$ cat src/rtl/countdown_timer.sv
// ---------------------------------------------------------------------------
// countdown_timer
//   8-digit BCD countdown timer. Digits are loaded one at a time from the DIP
//   switches, then the value counts down by one every PRESCALE clock cycles.
//   The alarm output is raised when the value reaches zero.
//
// Ports
//   clk        in   1   system clock
//   reset      in   1   asynchronous, active-low reset
//   dip        in   8   [6:4] digit index (0 = least significant), [3:0] value,
//                       [7] unused
//   aux1       in   1   active-low button: pause / clear / acknowledge
//   aux2       in   1   active-low button: start / resume / acknowledge
//   aux3       in   1   active-low button: write digit / acknowledge
//   bcd        out  32  eight BCD digits, digit k at bcd[4k+3:4k]
//   running    out  1   high while counting
//   paused     out  1   high while paused
//   alarm      out  1   high once the count has reached zero
//   tick       out  1   one-cycle pulse on each prescaler wrap while counting
//   dbg_state  out  2   current FSM state (IDLE=0, RUN=1, PAUSE=2, DONE=3)
//
// Button events: each pin goes through a two-stage synchronizer followed by a
// falling-edge detector, so a press is a single event however long it is held.
// A pin sampled low at edge n produces an event that is acted on at edge n+2.
// When several events arrive in the same cycle, aux1 beats aux2 beats aux3.
// ---------------------------------------------------------------------------
module countdown_timer #(
    parameter int unsigned PRESCALE = 120000
) (
    input  logic        clk,
    input  logic        reset,
    input  logic [7:0]  dip,
    input  logic        aux1,
    input  logic        aux2,
    input  logic        aux3,
    output logic [31:0] bcd,
    output logic        running,
    output logic        paused,
    output logic        alarm,
    output logic        tick,
    output logic [1:0]  dbg_state
);

    localparam int unsigned PW = (PRESCALE > 1) ? $clog2(PRESCALE) : 1;
    localparam logic [PW-1:0] PRESC_LAST = PW'(PRESCALE - 1);

    typedef enum logic [1:0] {
        S_IDLE  = 2'd0,
        S_RUN   = 2'd1,
        S_PAUSE = 2'd2,
        S_DONE  = 2'd3
    } state_t;

    state_t         state_q, state_d;
    logic [31:0]    bcd_q, bcd_d;
    logic [PW-1:0]  presc_q, presc_d;

    // Button synchronizers, bit order {aux3, aux2, aux1}. They reset to the
    // released (high) level so reset release never looks like a press.
    logic [2:0]     sync1_q, sync2_q, last_q;
    logic [2:0]     fall;
    logic           ev1, ev2, ev3, ev_any;

    logic           tick_c;
    logic [31:0]    bcd_dec_c;
    logic [3:0]     dip_val;

    logic           unused_dip7;
    assign unused_dip7 = dip[7];

    // BCD minus one with the borrow rippling up from digit 0.
    function automatic logic [31:0] bcd_dec(input logic [31:0] v);
        logic [31:0] r;
        logic        borrow;
        r      = v;
        borrow = 1'b1;
        for (int k = 0; k < 8; k++) begin
            if (borrow) begin
                if (v[4*k +: 4] == 4'd0) begin
                    r[4*k +: 4] = 4'd9;
                end else begin
                    r[4*k +: 4] = v[4*k +: 4] - 4'd1;
                    borrow      = 1'b0;
                end
            end
        end
        return r;
    endfunction

    always_ff @(posedge clk or negedge reset) begin
        if (!reset) begin
            sync1_q <= 3'b111;
            sync2_q <= 3'b111;
            last_q  <= 3'b111;
        end else begin
            sync1_q <= {aux3, aux2, aux1};
            sync2_q <= sync1_q;
            last_q  <= sync2_q;
        end
    end

    assign fall   = last_q & ~sync2_q;
    assign ev1    = fall[0];
    assign ev2    = fall[1] & ~fall[0];
    assign ev3    = fall[2] & ~fall[1] & ~fall[0];
    assign ev_any = |fall;

    assign tick_c    = (state_q == S_RUN) && (presc_q == PRESC_LAST);
    assign bcd_dec_c = bcd_dec(bcd_q);
    assign dip_val   = (dip[3:0] > 4'd9) ? 4'd9 : dip[3:0];

    always_ff @(posedge clk or negedge reset) begin
        if (!reset) begin
            state_q <= S_IDLE;
            bcd_q   <= '0;
            presc_q <= '0;
        end else begin
            state_q <= state_d;
            bcd_q   <= bcd_d;
            presc_q <= presc_d;
        end
    end

    always_comb begin
        state_d = state_q;
        bcd_d   = bcd_q;
        presc_d = presc_q;
        unique case (state_q)
            S_IDLE: begin
                if (ev1) begin
                    bcd_d = '0;
                end else if (ev2) begin
                    // Starting from zero would alarm immediately; ignore it.
                    if (bcd_q != 32'd0) begin
                        state_d = S_RUN;
                        presc_d = '0;
                    end
                end else if (ev3) begin
                    bcd_d[{dip[6:4], 2'b00} +: 4] = dip_val;
                end
            end
            S_RUN: begin
                presc_d = tick_c ? '0 : presc_q + 1'b1;
                if (tick_c) begin
                    bcd_d = bcd_dec_c;
                    // Reaching zero takes precedence over a same-cycle pause.
                    if (bcd_dec_c == 32'd0) begin
                        state_d = S_DONE;
                    end else if (ev1) begin
                        state_d = S_PAUSE;
                    end
                end else if (ev1) begin
                    state_d = S_PAUSE;
                end
            end
            S_PAUSE: begin
                if (ev1) begin
                    state_d = S_IDLE;
                    bcd_d   = '0;
                end else if (ev2) begin
                    state_d = S_RUN;
                end
            end
            S_DONE: begin
                bcd_d = '0;
                if (ev_any) begin
                    state_d = S_IDLE;
                end
            end
            default: begin
                state_d = S_IDLE;
            end
        endcase
    end

    assign bcd       = bcd_q;
    assign running   = (state_q == S_RUN);
    assign paused    = (state_q == S_PAUSE);
    assign alarm     = (state_q == S_DONE);
    assign tick      = tick_c;
    assign dbg_state = state_q;

endmodule

$ cat config.mk
export PLATFORM = sky130hd
export DESIGN_NAME = countdown_timer
export DESIGN_NICKNAME = d
export VERILOG_FILES = /design/src/rtl/countdown_timer.sv
export SDC_FILE = /design/constraint.sdc
export NUM_CORES = 1
export LEC_CHECK = 0
export ABC_CLOCK_PERIOD_IN_PS = 4580
export CELL_PAD_IN_SITES_DETAIL_PLACEMENT = 1
export CELL_PAD_IN_SITES_GLOBAL_PLACEMENT = 1
export CORE_ASPECT_RATIO = 0.6
export CORE_MARGIN = 8
export CORE_UTILIZATION = 45
export CTS_BUF_LIST = sky130_fd_sc_hd__clkbuf_4 sky130_fd_sc_hd__clkbuf_8 sky130_fd_sc_hd__clkbuf_16
export DETAILED_ROUTE_END_ITERATION = 6
export DONT_BUFFER_PORTS = 1
export GPL_TIMING_DRIVEN = 1
export PLACE_DENSITY = 0.84
export SLEW_MARGIN = 40
export SYNTH_ARGS = -nofsm -noshare
export SYNTH_HDL_FRONTEND = slang
export SYNTH_SLANG_ARGS = --single-unit
$ cat constraint.sdc
create_clock -name clk -period 4.58 [get_ports clk]
set_input_delay 0.916 -clock clk [delete_from_list [all_inputs] [get_ports clk]]
set_output_delay 0.916 -clock clk [all_outputs]
set_load 0.01 [all_outputs]
# Word-level counts from Yosys, hierarchy flattened
# Index checks and enable logic that the tools add are counted.
# word_totals
latch_bits,0
ram_bits,0
out_inout_bits,38
elab_cells,107
mem_bits_ro,0
mem_count,0
in_bits,13
register_bits,60
# op_classes
eq_ne,13
mux,51
reduce_logical,17
multipliers,0
n_addsub,10
div_mod_pow,0
n_lt_le_gt_ge,1
shifts,2
bitwise,7
# op_table
cell,count
$mux W32,5
$pmux W32 S4,1
$mux W17,4
$mux W4,16
$pmux W17 S2,1
$bwmux W32,1
$logic_not A32 Y1,1
$logic_not A4 Y1,8
$reduce_bool A32 Y1,1
$shift A4 B7 Y32 const A,1
$shiftx A4 B7 Y32,1
$sub A4 B1 Y4 const B,8
$mux W2,9
$add A17 B1 Y17 const B,1
$eq A17 B17 Y1 const B,1
$mux W1,13
$pmux W2 S4,1
$reduce_and A4 Y1,2
$neg A5 Y7,1
$ne A2 B1 Y1 const B,3
$ne A2 B2 Y1 const B,3
$ne A3 B3 Y1 const B,2
$reduce_and A5 Y1,1
$eq A2 B2 Y1 const B,2
other kinds (11),14

# Depth between registers and ports, before layout
# depth
ltp_word,13
depth_mapped,9
depth_no_buf,9

# Worst setup path after synthesis
# Ideal clock, no wire load.
# synth_timing
path_type,register to output
start,"register state_q[0], in the netlist dbg_state[0]"
end,output port tick
n_path_buf,3
required_ps,3664
arrival_time_ps,1883
path_stages_with_launch,8
path_slack_ps,1781
path_cell_list,dfrtp_1 > clkbuf_1 > nand2_1 > inv_1 > clkbuf_1 > buf_1 > nand4b_1 > nor3_1
# synth_between
elab_chain_cells,2
# synth_rtl
element,line,rtl
start: declaration,54,"state_t state_q, state_d;"
start signal: assignment,118,state_q <= state_d;
$eq A2 B1 Y1,--,
named net running,37,"output logic running,"
$logic_and A1 B1 Y1,108,assign tick_c = (state_q == S_RUN) && (presc_q == PRESC_LAST);
end: declaration,40,"output logic tick,"
# The timed path passes the listed nets, and every way through them passes these cells.

# Worst setup path in the final report
# layout_timing
start,"register bcd_q[4], in the netlist bcd[4]"
end,register presc_q[16]
# layout_between
elab_chain_cells,3
# layout_rtl
element,line,rtl
start: declaration,55,"logic [31:0] bcd_q, bcd_d;"
start signal: assignment,115,bcd_q <= '0;
start signal: assignment,119,bcd_q <= bcd_d;
$reduce_bool A32 Y1,134,if (bcd_q != 32'd0) begin
$ne A2 B2 Y1 (no source line),--,
$reduce_and A4 Y1 (no source line),--,
end signal: assignment,120,presc_q <= presc_d;
end: declaration,56,"logic [PW-1:0] presc_q, presc_d;"
# Every way passes these cells.
# A chain may end at the register's enable or synchronous reset.

==> flow_metrics.env <==
export IMPL_coreArea_um2=8426
export IMPL_synth_ff_type="dfrtp_1"
export IMPL_fin_crit_ps=3124
export IMPL_vias=3903
export IMPL_ys_seq_area_share_pct=39.25
export IMPL_yosysWarnings=0
export IMPL_critPathMaxStageDelay_ps=730
export IMPL_synth_edff_count=0
export IMPL_drtPass1Iterations=5
export IMPL_cts_tree="yes"
export IMPL_cts_buffer_depth=2
export IMPL_outcome="complete, no violations"
export IMPL_cp_cell_sequence="nor3_1, nand4_1, or4b_4, o21ai_2, and2_1, a22o_1"
export IMPL_start_util_pct=45.74
export IMPL_insertion_delay_ps=330
export IMPL_cp_endpoint="presc_q[16]$_DFFE_PN0P_"
export IMPL_final_layout_size_suffix_gt1_share_pct=10.49
export IMPL_finalClockSkew_ps=5.811
export IMPL_clockRootBuffer="clkbuf_16"
export IMPL_die_area_um2=11880
export IMPL_critical_path_max_fanout=10
export IMPL_finalHoldViolations=0
export IMPL_r2r_start="bcd[4]$_DFFE_PN0P_"
export IMPL_synthCells=444
export IMPL_hold_path_class="in -> async"
export IMPL_syn_cell_area_um2=3854
export IMPL_ys_ff_latch=60
export IMPL_rows=26
export IMPL_drc=0
export IMPL_critPathArrivalTime_ps=3390
export IMPL_vdd_drop_max_mv=0.3066
export IMPL_overflow=0
export IMPL_cp_required_ps=4850
export IMPL_path_class="reg -> reg"
export IMPL_ioPinCount=51
export IMPL_htree_levels=3
export IMPL_power_per_cell_area_nw_per_um2=762.2
export IMPL_fmax_mhz=320.2
export IMPL_postCtsSetupRepairBufs=0
export IMPL_drt_initial_drc_count=350
export IMPL_setup_viol=0
export IMPL_grt_max_degree=61
export IMPL_routed_wl_mm=13.74
export IMPL_synth_area_per_cell_um2=8.679
export IMPL_r2r_setup_slack_ps=1460
export IMPL_syn_nets=463
export IMPL_die_x_um=135.5
export IMPL_nFillCells=989
export IMPL_rsz0062_at_grt="false"
export IMPL_diodes=0
export IMPL_cts_buffers=9
export IMPL_final_common_cell="dfrtp_1"
export IMPL_critPathCaptureType="register"
export IMPL_period_share_pct=68.20
export IMPL_reg2reg_depth=6
export IMPL_r2r_end="presc_q[16]$_DFFE_PN0P_"
export IMPL_total_power_w=0.003255
export IMPL_ant_nets=0
export IMPL_mostFrequentLayoutCells="dfrtp_1 (51), nand2_1 (40), nor2_1 (35)"
export IMPL_antenna_found_initial=0
export IMPL_gp_congestion=0.9052
export IMPL_io_buffers=0
export IMPL_startpoint="bcd[4]$_DFFE_PN0P_"
export IMPL_start_kind="register"
export IMPL_dp_cells=544
export IMPL_finalSetupTns_ps=0
export IMPL_p_leak_nw=1.786
export IMPL_max_cap_violations=0
export IMPL_dpl_hpwl_mm=9.592
export IMPL_grt_pass1_vias=3915
export IMPL_slew_headroom_pct=42.87
export IMPL_grt_usage_pct=24.11
export IMPL_area_growth_pct=10.81
export IMPL_yosysUniqueCellTypes=62
export IMPL_tightest_slew_ps=850.5
export IMPL_hold_buffers=0
export IMPL_cts_sinks=60
export IMPL_cts_resized=0
export IMPL_fin_cells=560
export IMPL_wire_per_inst_um=24.53
export IMPL_drv_slew=0
export IMPL_cp_slowest_cell="or4b_4"
export IMPL_clkTransAtPathRegs_ps=60
export IMPL_fin_nets=462
export IMPL_postSynth_asyncResetShare_pct=100.0
export IMPL_die_y_um=87.68
export IMPL_vias_per_cell=6.970
export IMPL_grt_pass1_wl_mm=22.40
[registers in the layout, indices dropped and copies added, names as in the netlist]
signal     cells
bcd           32
dbg_state      2
last_q         3
presc_q       17
sync1_q        3
sync2_q        3
[power breakdown]
group | switching (W) | internal (W) | leakage, nW
clock | 0.000247 | 0.000455 | 0.152
sequential | 0.000282 | 0.000649 | 0.791
combinational | 0.00105 | 0.000577 | 0.842
[worst max-delay path: cells and delay by family (launching register included)]
kind            cells  cell delay (ps)
flops               1              490
compound gates      2              460
simple gates        4             2100
[layer usage]
metal  wire, um  share of wire (%)  track usage [%]  up-vias
met5          0                  0                0        -
met4        193                1.4            7.214        0
met1       6098                 44            33.48     1979
met3       1590                 12            8.477       21
met2       5857                 43            34.23      216
li1           -                  -                -     1687
[final cells by class]
cell class	instances	area (um2)	area share [%]
Clock buffer	12	260.3	6.094
Clock inverter	4	47.55	1.113
Inverter	13	48.80	1.143
Multi-Input combinational cell	353	2216	51.89
Sequential cell	60	1513	35.42
Tap cell	112	140.1	3.282
Timing Repair Buffer	6	45.04	1.055
[through the flow]
stage | setup slack, ps | hold WS (ps) | cell area, um2 | utilization [%]
final | 1456 | 272.8 | 4270 | 50.68
after detailed placement | 1551 | 348.4 | 3959 | 46.99
after global placement | 1623 | 345.3 | 3959 | 46.99
after floorplan | 1781 | 345.2 | 3854 | -
after CTS | 1462 | 266.3 | 4267 | 50.64
after global routing | 1264 | 262.3 | 4270 | 50.68
[synthesized netlist by cell type (9+ instances only)]
library cell   n  share of area (%)
inv_1         13                1.3
nand2_1       40                3.9
nor3_1        23                3.0
dfrtp_1       51                 33
nor2_1        35                3.4
a22o_1        22                5.0
a21oi_1       24                3.1
a31oi_1        9                1.5
or3_1          9                1.5
o22ai_1       15                2.4
dfstp_2        9                6.1
or4_1          9                1.8
clkbuf_1      14                1.4
o21ai_0       29                3.8
nand3_1       21                2.7
[cell families (layout without fill, tap and decap cells)]
logic type,count (synthesis),after routing,synth area share [%]
xor+xnor,5,5,1.137
fa+ha+maj,6,6,1.948
buf+inv,31,35,3.344
simple gates,192,192,26.62
flops,60,60,39.25
mux,8,8,2.143
compound gates,142,142,25.55
[worst min path at each step]
stage                               startpoint                        to  slack, ps  depth (start not counted)
after detailed placement  sync1_q[2]$_DFF_PN1_      sync2_q[2]$_DFF_PN1_        350                          0
final                                    reset       bcd[25]$_DFFE_PN0P_        270                          0
after global routing                     reset  dbg_state[1]$_DFFE_PN0P_        260                          0
after floorplan           sync1_q[0]$_DFF_PN1_      sync2_q[0]$_DFF_PN1_        350                          0
after CTS                                reset       bcd[25]$_DFFE_PN0P_        270                          0
after global placement    sync1_q[2]$_DFF_PN1_      sync2_q[2]$_DFF_PN1_        350                          0
No activity file was read; power rests on OpenSTA's default activity.
